[src/rtl/axi_lite_reg_sub_pkg.sv]
// Shared response codes, channel FSM state encodings and index decode helper
// for the AXI4-Lite register subordinate.
package axi_lite_reg_sub_pkg;

    localparam logic [1:0] RESP_OKAY   = 2'b00;
    localparam logic [1:0] RESP_SLVERR = 2'b10;
    localparam logic [1:0] RESP_DECERR = 2'b11;

    localparam logic [1:0] W_IDLE = 2'd0;
    localparam logic [1:0] W_EXEC = 2'd1;
    localparam logic [1:0] W_RESP = 2'd2;

    localparam logic [0:0] R_IDLE = 1'b0;
    localparam logic [0:0] R_DATA = 1'b1;

    // Register 0 is the read-only ID, so only writes to it are refused.
    function automatic logic [1:0] idx_resp(input int unsigned idx,
                                            input int unsigned num_regs,
                                            input logic        is_wr);
        if (idx >= num_regs)
            return RESP_DECERR;
        if (is_wr && idx == 0)
            return RESP_SLVERR;
        return RESP_OKAY;
    endfunction

endpackage

[src/rtl/axi_lite_reg_sub_if.sv]
// AXI4-Lite bus bundle (word-index addressing) with manager and subordinate views.
interface axi_lite_reg_sub_if #(
    parameter int ABUS_SIZE = 5,
    parameter int DBUS_SIZE = 32
);
    logic [ABUS_SIZE-1:0]   awaddr;
    logic                   awvalid;
    logic                   awready;
    logic [DBUS_SIZE-1:0]   wdata;
    logic [DBUS_SIZE/8-1:0] wstrb;
    logic                   wvalid;
    logic                   wready;
    logic [1:0]             bresp;
    logic                   bvalid;
    logic                   bready;
    logic [ABUS_SIZE-1:0]   araddr;
    logic                   arvalid;
    logic                   arready;
    logic [DBUS_SIZE-1:0]   rdata;
    logic [1:0]             rresp;
    logic                   rvalid;
    logic                   rready;

    modport master (
        output awaddr, awvalid, wdata, wstrb, wvalid, bready, araddr, arvalid, rready,
        input  awready, wready, bresp, bvalid, arready, rdata, rresp, rvalid
    );

    modport slave (
        input  awaddr, awvalid, wdata, wstrb, wvalid, bready, araddr, arvalid, rready,
        output awready, wready, bresp, bvalid, arready, rdata, rresp, rvalid
    );
endinterface

[src/rtl/axi_lite_reg_sub_regbank.sv]
// Register array with byte-strobed write port and combinational read plus
// ID/range decode; register 0 is the constant ID and has no storage.
import axi_lite_reg_sub_pkg::*;

module axi_lite_reg_sub_regbank #(
    parameter int                   ABUS_SIZE = 5,
    parameter int                   DBUS_SIZE = 32,
    parameter int                   NUM_REGS  = 16,
    parameter logic [DBUS_SIZE-1:0] ID_VALUE  = 32'hA0A1_0001
) (
    input  logic                   clk,
    input  logic                   rst_n,
    input  logic                   wr_en,
    input  logic [ABUS_SIZE-1:0]   wr_idx,
    input  logic [DBUS_SIZE-1:0]   wr_data,
    input  logic [DBUS_SIZE/8-1:0] wr_strb,
    input  logic [ABUS_SIZE-1:0]   rd_idx,
    output logic [DBUS_SIZE-1:0]   rd_data,
    output logic [1:0]             rd_resp,
    output logic [1:0]             wr_resp
);
    localparam int NBYTES = DBUS_SIZE / 8;

    logic [DBUS_SIZE-1:0] regs [1:NUM_REGS-1];

    assign wr_resp = idx_resp(32'(wr_idx), NUM_REGS, 1'b1);

    always_ff @(posedge clk or negedge rst_n) begin
        if (!rst_n) begin
            for (int i = 1; i < NUM_REGS; i++)
                regs[i] <= '0;
        end else if (wr_en && wr_resp == RESP_OKAY) begin
            for (int i = 1; i < NUM_REGS; i++)
                for (int b = 0; b < NBYTES; b++)
                    if (wr_idx == ABUS_SIZE'(i) && wr_strb[b])
                        regs[i][b*8 +: 8] <= wr_data[b*8 +: 8];
        end
    end

    always_comb begin
        rd_data = '0;
        rd_resp = idx_resp(32'(rd_idx), NUM_REGS, 1'b0);
        if (rd_idx == '0)
            rd_data = ID_VALUE;
        for (int i = 1; i < NUM_REGS; i++)
            if (rd_idx == ABUS_SIZE'(i))
                rd_data = regs[i];
    end

endmodule

[src/rtl/axi_lite_reg_sub.sv]
// AXI4-Lite subordinate: independent write and read channel FSMs in front of
// a word-indexed register bank. All bus outputs are registered.
//   state  | meaning
//   W_IDLE | collecting AW and W, either order; each ready drops after its handshake
//   W_EXEC | one cycle: commit strobed bytes (OKAY only), latch BRESP
//   W_RESP | BVALID held with stable BRESP until BREADY
//   R_IDLE | ARREADY high, waiting for AR
//   R_DATA | RVALID held with stable RDATA/RRESP until RREADY
import axi_lite_reg_sub_pkg::*;

module axi_lite_reg_sub #(
    parameter int                   ABUS_SIZE = 5,
    parameter int                   DBUS_SIZE = 32,
    parameter int                   NUM_REGS  = 16,
    parameter logic [DBUS_SIZE-1:0] ID_VALUE  = 32'hA0A1_0001
) (
    input logic               clk,
    input logic               rst_n,
    axi_lite_reg_sub_if.slave bus
);
    logic [1:0]             w_state;
    logic                   aw_got, w_got;
    logic [ABUS_SIZE-1:0]   aw_idx;
    logic [DBUS_SIZE-1:0]   w_data;
    logic [DBUS_SIZE/8-1:0] w_strb;
    logic                   awready, wready, bvalid;
    logic [1:0]             bresp;

    logic [0:0]             r_state;
    logic                   arready, rvalid;
    logic [DBUS_SIZE-1:0]   rdata;
    logic [1:0]             rresp;

    logic [DBUS_SIZE-1:0]   rd_data;
    logic [1:0]             rd_resp, wr_resp;
    logic                   aw_hs, w_hs, ar_hs;

    assign aw_hs = bus.awvalid && awready;
    assign w_hs  = bus.wvalid && wready;
    assign ar_hs = bus.arvalid && arready;

    assign bus.awready = awready;
    assign bus.wready  = wready;
    assign bus.bvalid  = bvalid;
    assign bus.bresp   = bresp;
    assign bus.arready = arready;
    assign bus.rvalid  = rvalid;
    assign bus.rdata   = rdata;
    assign bus.rresp   = rresp;

    axi_lite_reg_sub_regbank #(
        .ABUS_SIZE (ABUS_SIZE),
        .DBUS_SIZE (DBUS_SIZE),
        .NUM_REGS  (NUM_REGS),
        .ID_VALUE  (ID_VALUE)
    ) u_regbank (
        .clk     (clk),
        .rst_n   (rst_n),
        .wr_en   (w_state == W_EXEC),
        .wr_idx  (aw_idx),
        .wr_data (w_data),
        .wr_strb (w_strb),
        .rd_idx  (bus.araddr),
        .rd_data (rd_data),
        .rd_resp (rd_resp),
        .wr_resp (wr_resp)
    );

    always_ff @(posedge clk or negedge rst_n) begin
        if (!rst_n) begin
            w_state <= W_IDLE;
            aw_got  <= 1'b0;
            w_got   <= 1'b0;
            aw_idx  <= '0;
            w_data  <= '0;
            w_strb  <= '0;
            awready <= 1'b0;
            wready  <= 1'b0;
            bvalid  <= 1'b0;
            bresp   <= RESP_OKAY;
        end else begin
            case (w_state)
                W_IDLE: begin
                    if (aw_hs) begin
                        aw_got  <= 1'b1;
                        aw_idx  <= bus.awaddr;
                        awready <= 1'b0;
                    end else if (!aw_got) begin
                        awready <= 1'b1;
                    end
                    if (w_hs) begin
                        w_got  <= 1'b1;
                        w_data <= bus.wdata;
                        w_strb <= bus.wstrb;
                        wready <= 1'b0;
                    end else if (!w_got) begin
                        wready <= 1'b1;
                    end
                    if ((aw_got || aw_hs) && (w_got || w_hs))
                        w_state <= W_EXEC;
                end
                W_EXEC: begin
                    bvalid  <= 1'b1;
                    bresp   <= wr_resp;
                    aw_got  <= 1'b0;
                    w_got   <= 1'b0;
                    w_state <= W_RESP;
                end
                W_RESP: begin
                    if (bus.bready) begin
                        bvalid  <= 1'b0;
                        awready <= 1'b1;
                        wready  <= 1'b1;
                        w_state <= W_IDLE;
                    end
                end
                default: w_state <= W_IDLE;
            endcase
        end
    end

    // The bank read is combinational, so an AR landing on the W_EXEC edge sees the old value.
    always_ff @(posedge clk or negedge rst_n) begin
        if (!rst_n) begin
            r_state <= R_IDLE;
            arready <= 1'b0;
            rvalid  <= 1'b0;
            rdata   <= '0;
            rresp   <= RESP_OKAY;
        end else begin
            case (r_state)
                R_IDLE: begin
                    if (ar_hs) begin
                        rdata   <= rd_data;
                        rresp   <= rd_resp;
                        rvalid  <= 1'b1;
                        arready <= 1'b0;
                        r_state <= R_DATA;
                    end else begin
                        arready <= 1'b1;
                    end
                end
                R_DATA: begin
                    if (bus.rready) begin
                        rvalid  <= 1'b0;
                        arready <= 1'b1;
                        r_state <= R_IDLE;
                    end
                end
                default: r_state <= R_IDLE;
            endcase
        end
    end

endmodule
[src/flat_wrapper.sv]
// flat-port wrapper written by rule: the top's interface ports become plain ports
module axi_lite_reg_sub_flat 
#(
    parameter int                   ABUS_SIZE = 5,
    parameter int                   DBUS_SIZE = 32,
    parameter int                   NUM_REGS  = 16,
    parameter logic [DBUS_SIZE-1:0] ID_VALUE  = 32'hA0A1_0001
)
  (clk, rst_n, bus_awaddr, bus_awvalid, bus_wdata, bus_wstrb, bus_wvalid, bus_bready, bus_araddr, bus_arvalid, bus_rready, bus_awready, bus_wready, bus_bresp, bus_bvalid, bus_arready, bus_rdata, bus_rresp, bus_rvalid);
  axi_lite_reg_sub_if #(.ABUS_SIZE(ABUS_SIZE), .DBUS_SIZE(DBUS_SIZE)) bus_i ();
  input logic clk;
  input logic rst_n;
  input wire logic [$bits(bus_i.awaddr)-1:0] bus_awaddr;
  input wire logic [$bits(bus_i.awvalid)-1:0] bus_awvalid;
  input wire logic [$bits(bus_i.wdata)-1:0] bus_wdata;
  input wire logic [$bits(bus_i.wstrb)-1:0] bus_wstrb;
  input wire logic [$bits(bus_i.wvalid)-1:0] bus_wvalid;
  input wire logic [$bits(bus_i.bready)-1:0] bus_bready;
  input wire logic [$bits(bus_i.araddr)-1:0] bus_araddr;
  input wire logic [$bits(bus_i.arvalid)-1:0] bus_arvalid;
  input wire logic [$bits(bus_i.rready)-1:0] bus_rready;
  output wire logic [$bits(bus_i.awready)-1:0] bus_awready;
  output wire logic [$bits(bus_i.wready)-1:0] bus_wready;
  output wire logic [$bits(bus_i.bresp)-1:0] bus_bresp;
  output wire logic [$bits(bus_i.bvalid)-1:0] bus_bvalid;
  output wire logic [$bits(bus_i.arready)-1:0] bus_arready;
  output wire logic [$bits(bus_i.rdata)-1:0] bus_rdata;
  output wire logic [$bits(bus_i.rresp)-1:0] bus_rresp;
  output wire logic [$bits(bus_i.rvalid)-1:0] bus_rvalid;
  assign bus_i.awaddr = bus_awaddr;
  assign bus_i.awvalid = bus_awvalid;
  assign bus_i.wdata = bus_wdata;
  assign bus_i.wstrb = bus_wstrb;
  assign bus_i.wvalid = bus_wvalid;
  assign bus_i.bready = bus_bready;
  assign bus_i.araddr = bus_araddr;
  assign bus_i.arvalid = bus_arvalid;
  assign bus_i.rready = bus_rready;
  assign bus_awready = bus_i.awready;
  assign bus_wready = bus_i.wready;
  assign bus_bresp = bus_i.bresp;
  assign bus_bvalid = bus_i.bvalid;
  assign bus_arready = bus_i.arready;
  assign bus_rdata = bus_i.rdata;
  assign bus_rresp = bus_i.rresp;
  assign bus_rvalid = bus_i.rvalid;
  axi_lite_reg_sub #(.ABUS_SIZE(ABUS_SIZE), .DBUS_SIZE(DBUS_SIZE), .NUM_REGS(NUM_REGS), .ID_VALUE(ID_VALUE)) u_core (.clk(clk), .rst_n(rst_n), .bus(bus_i));
endmodule
[config.mk]
export PLATFORM = sky130hd
export DESIGN_NAME = axi_lite_reg_sub_flat
export DESIGN_NICKNAME = d
export VERILOG_FILES = /design/src/rtl/axi_lite_reg_sub_pkg.sv /design/src/rtl/axi_lite_reg_sub_if.sv /design/src/rtl/axi_lite_reg_sub_regbank.sv /design/src/rtl/axi_lite_reg_sub.sv /design/src/flat_wrapper.sv
export SDC_FILE = /design/constraint.sdc
export NUM_CORES = 1
export LEC_CHECK = 0
export CELL_PAD_IN_SITES_DETAIL_PLACEMENT = 2
export CELL_PAD_IN_SITES_GLOBAL_PLACEMENT = 2
export CORE_AREA = 4 4 249 251
export DETAILED_ROUTE_END_ITERATION = 8
export DIE_AREA = 0 0 253 255
export PLACE_DENSITY = 0.79
export SLEW_MARGIN = 20
export SYNTH_ARGS = -nofsm -noshare
export SYNTH_HDL_FRONTEND = slang
export SYNTH_SLANG_ARGS = --single-unit
[constraint.sdc]
create_clock -name clk -period 2.36 [get_ports clk]
set_input_delay 0.354 -clock clk [delete_from_list [all_inputs] [get_ports clk]]
set_output_delay 0.354 -clock clk [all_outputs]
set_load 0.01 [all_outputs]
==> reports/summary.md <==
* **detailed placer's ending HPWL** 69400 um
* **overall power after layout** 36.1 mW
* **Top-Level Pins** 94
* **most common cell after layout, fill and taps aside** sky130_fd_sc_hd__dfrtp_1
* **count of input and output buffers** 93
* **initial standard-cell utilization of the core** 43.5%
* **gr busiest metal** met2
* **peak clock frequency supported by timing** 0.402 GHz
* **area after detailed placement** 29700 um2
* **run status** finished with violations
* **layout-stage area growth over the synthesis result** 23.1%
* **maximum fanout along the worst path** 8
* **proportion of netlist area held by the largest area contributor** 54.3%
* **number of nets produced by synthesis** 2038
* **placeable core region** 59900 um2
* **floorplan die width** 253 um
* **global routing usage on met2** 62.6%
* **source-to-sink clock delay at the later pin of the worst-skew pair** 630 ps
* **kind of critical path** in -> reg
* **maxcap violations** 0
* **global-route wire length before repair** 182000 um
* **Max Slew Vio Count** 0
* **critical path launch point type** input port
* **share of layout cells above drive strength 1** 41.1%
* **setup slack of the critical path after layout** -126 ps
* **fin area** 32100 um2
* **worst ir drop on vdd** 0.698 mV
* **deepest level of the CTS H-tree** 3
* **global-route track usage on met1** 46.4%
* **biggest area consumer among synthesized cells** sky130_fd_sc_hd__dfrtp_1
* **sort of element at the end of the critical path** flip-flop
* **aggregate global-route resource usage** 38.9%
* **Most common cell on crit path** sky130_fd_sc_hd__buf_4
* **average wire length per cell after detail routing** 41.1 um
* **Synth Warn #** 0
* **count of antenna-violating nets left after detailed routing** 0
* **ratio of routed vias to standard cells** 6.81
* **number of unique standard cell types used by synthesis** 70
* **CTS tree** built
* **DRC viols** 0
* **vertical extent of the die** 255 um
* **cts bufs inserted** 66
* **main flop type after synthesis** sky130_fd_sc_hd__dfrtp_1
* **violated checks** setup timing
* **met3 capacity usage during global routing** 9.35%
* **antenna violations before repair** 3
* **average cell area after synthesis** 13.1 um2
* **leading cell types in the layout, fill and taps excluded** sky130_fd_sc_hd__dfrtp_1, sky130_fd_sc_hd__mux2_2, sky130_fd_sc_hd__buf_4
* **total negative setup slack** -496 ps
* **worst hold-check path type** in -> async
* **number of iterations in the first detailed-routing pass** 5
* **transition time at the pin with the least slew margin** 786 ps
* **final clock skew** 29.1 ps
* **Final Core Density** 53.5%
* **final weighted congestion of routability-driven global placement** 0.897
* **final wirelength** 127000 um
* **number of enable-type register cells in the synthesized netlist** 0
* **die area** 64500 um2
* **power density over cell area** 1130 nW/um2
* **Max-Slew Margin vs Limit** 47.6%
* **Std-Cell Rows** 90
* **cell-by-cell trace of the critical path** clkdlybuf4s50_1 -> buf_4 -> and3b_1 -> buf_12 -> nand2_1 -> nand2_1 -> buf_4 -> buf_4 -> nor4_2 -> o21ai_0 -> nand3_1
* **Clock Tree Buf Depth** 3
* **clock net sink count** 566
* **Final Non-Filler Cells** 3084
* **pin count of the biggest net entering global routing** 64
* **signal arrival time at the worst endpoint** 3050 ps
* **share of synthesized flip-flops with an asynchronous set or reset** 100%
* **count of state elements after synthesis** 566
* **cell leakage power** 15.9 nW
* **gate count of the mapped netlist** 1985
* **Critical-path top delay cell** sky130_fd_sc_hd__clkdlybuf4s50_1
* **total setup violations reported at the end of the flow** 12
* **leading cell types by total area after synthesis** sky130_fd_sc_hd__dfrtp_1, sky130_fd_sc_hd__mux2_2, sky130_fd_sc_hd__nor2_8
* **count of routing violations after the opening detailed-route iteration** 2386
* **Congestion Overflow GR** 0
* **Tmin final** 2490 ps
* **via count of the first global-routing pass** 24000
* **Final Hold Fails** 0
* **post-synthesis instance area** 26100 um2
* **instance count after placement with tap cells included** 2964
* **number of nets in the layout** 2309
* **CP peak stage delay** 550 ps
* **clock tree root driver cell** sky130_fd_sc_hd__clkbuf_16
* **share of the clock period used by the worst path after layout** 105%
* **Crit path required time** 2920 ps
* **fraction of the yosys area taken by sequential cells** 54.3%
* **clock-pin transition on the worst setup and hold timing paths** 70 ps
* **routed via count** 21000
-- power breakdown --
| part | switching [mW] | internal, mW |
|---|---|---|
| Combinational | 4.44 | 3.98 |
| Sequential | 4.25 | 12.7 |
| Clock | 4.61 | 6.09 |
-- cells by family (layout without fill, tap and decap cells) --
logic type             count (synthesis)  in the layout  share of synthesized area (%)
muxes                                575            575                           24.9
DFF                                  566            566                           54.3
and+or+nand+nor                      363            363                           9.62
AOI/OAI and AO/OA                    356            356                           8.85
other                                  0              3                              0
buffers and inverters                125            439                           2.35
-- synth_stat cells, types with 36 or more instances --
cell                        n
sky130_fd_sc_hd__dfrtp_1  566
sky130_fd_sc_hd__mux2_2   508
sky130_fd_sc_hd__o21ai_0   90
sky130_fd_sc_hd__nand2_1   87
sky130_fd_sc_hd__nor2_1    66
sky130_fd_sc_hd__a21oi_1   65
sky130_fd_sc_hd__nand3_1   63
sky130_fd_sc_hd__a22oi_1   56
sky130_fd_sc_hd__o22ai_1   47
sky130_fd_sc_hd__nor2_8    40
sky130_fd_sc_hd__mux2_1    39
sky130_fd_sc_hd__buf_1     36
-- final cells by class --
cell class                      instances  area (um2)
Antenna cell                            3        7.51
Fill cell                            5517       27800
Tap cell                              782         978
Clock buffer                           98        1970
Timing Repair Buffer                  319        3330
Multi-Input combinational cell       1294       11400
Inverter                                9        33.8
Sequential cell                       566       14200
Clock inverter                         13         160
-- final timing paths --
path	startpoint	endpoint	slack [ps]	depth (start not counted)
max	bus_araddr[2]	u_core.bus.rdata[8]$_DFFE_PN0P_	-130	11
max reg2reg	u_core.aw_idx[1]$_DFFE_PN0P_	u_core.u_regbank.regs[228]$_DFFE_PN0P_	-50	6
max in group asynchronous	rst_n	u_core.u_regbank.regs[10]$_DFFE_PN0P_	1010	3
min reg2reg	u_core.u_regbank.regs[141]$_DFFE_PN0P_	u_core.u_regbank.regs[141]$_DFFE_PN0P_	500	1
min	rst_n	u_core.u_regbank.regs[128]$_DFFE_PN0P_	330	2
min in group clk	bus_wdata[17]	u_core.w_data[17]$_DFFE_PN0P_	350	2
-- sequential cells by signal, summed over array words and instances, names as in the netlist --
register and count:
u_core.aw_got 1, u_core.aw_idx 5, u_core.bus.arready 1, u_core.bus.awready 1
u_core.bus.bresp 2, u_core.bus.bvalid 1, u_core.bus.rdata 32, u_core.bus.rresp 1
u_core.bus.rvalid 1, u_core.bus.wready 1, u_core.r_state 1, u_core.u_regbank.regs 480
u_core.w_data 32, u_core.w_got 1, u_core.w_state 2, u_core.w_strb 4
-- per-layer routing --
layer | vias up | part of all wire, %
met5 | - | 0.0087
met2 | 1428 | 47
li1 | 7864 | -
met1 | 11100 | 37
met4 | 2 | 7.7
met3 | 592 | 8.2
-- worst max-delay path: cells and delay by family --
family	cells	cell delay (ps)
AO/OA/AOI/OAI	1	270
buffers and inverters	5	1320
AND/OR/NAND/NOR	5	1090
-- what timing repair did --
action / 4_1_cts / 5_1_grt
hold buffers: 1 / 0
gates resized for setup: 10 / 22
endpoints found under the hold margin: 45 / 0
setup endpoints to repair: 74 / 84
buffers inserted: 2 / 3
pin swaps: 3 / 4
-- per-stage QoR --
stage | hold slack (ps) | setup slack, ps
CTS | 343 | -125
finish | 331 | -126
global route | 363 | -98.5
global placement | 389 | -297
detailed placement | 384 | -544
floorplan | 58.4 | 307
(Power assumes the default switching activity.)
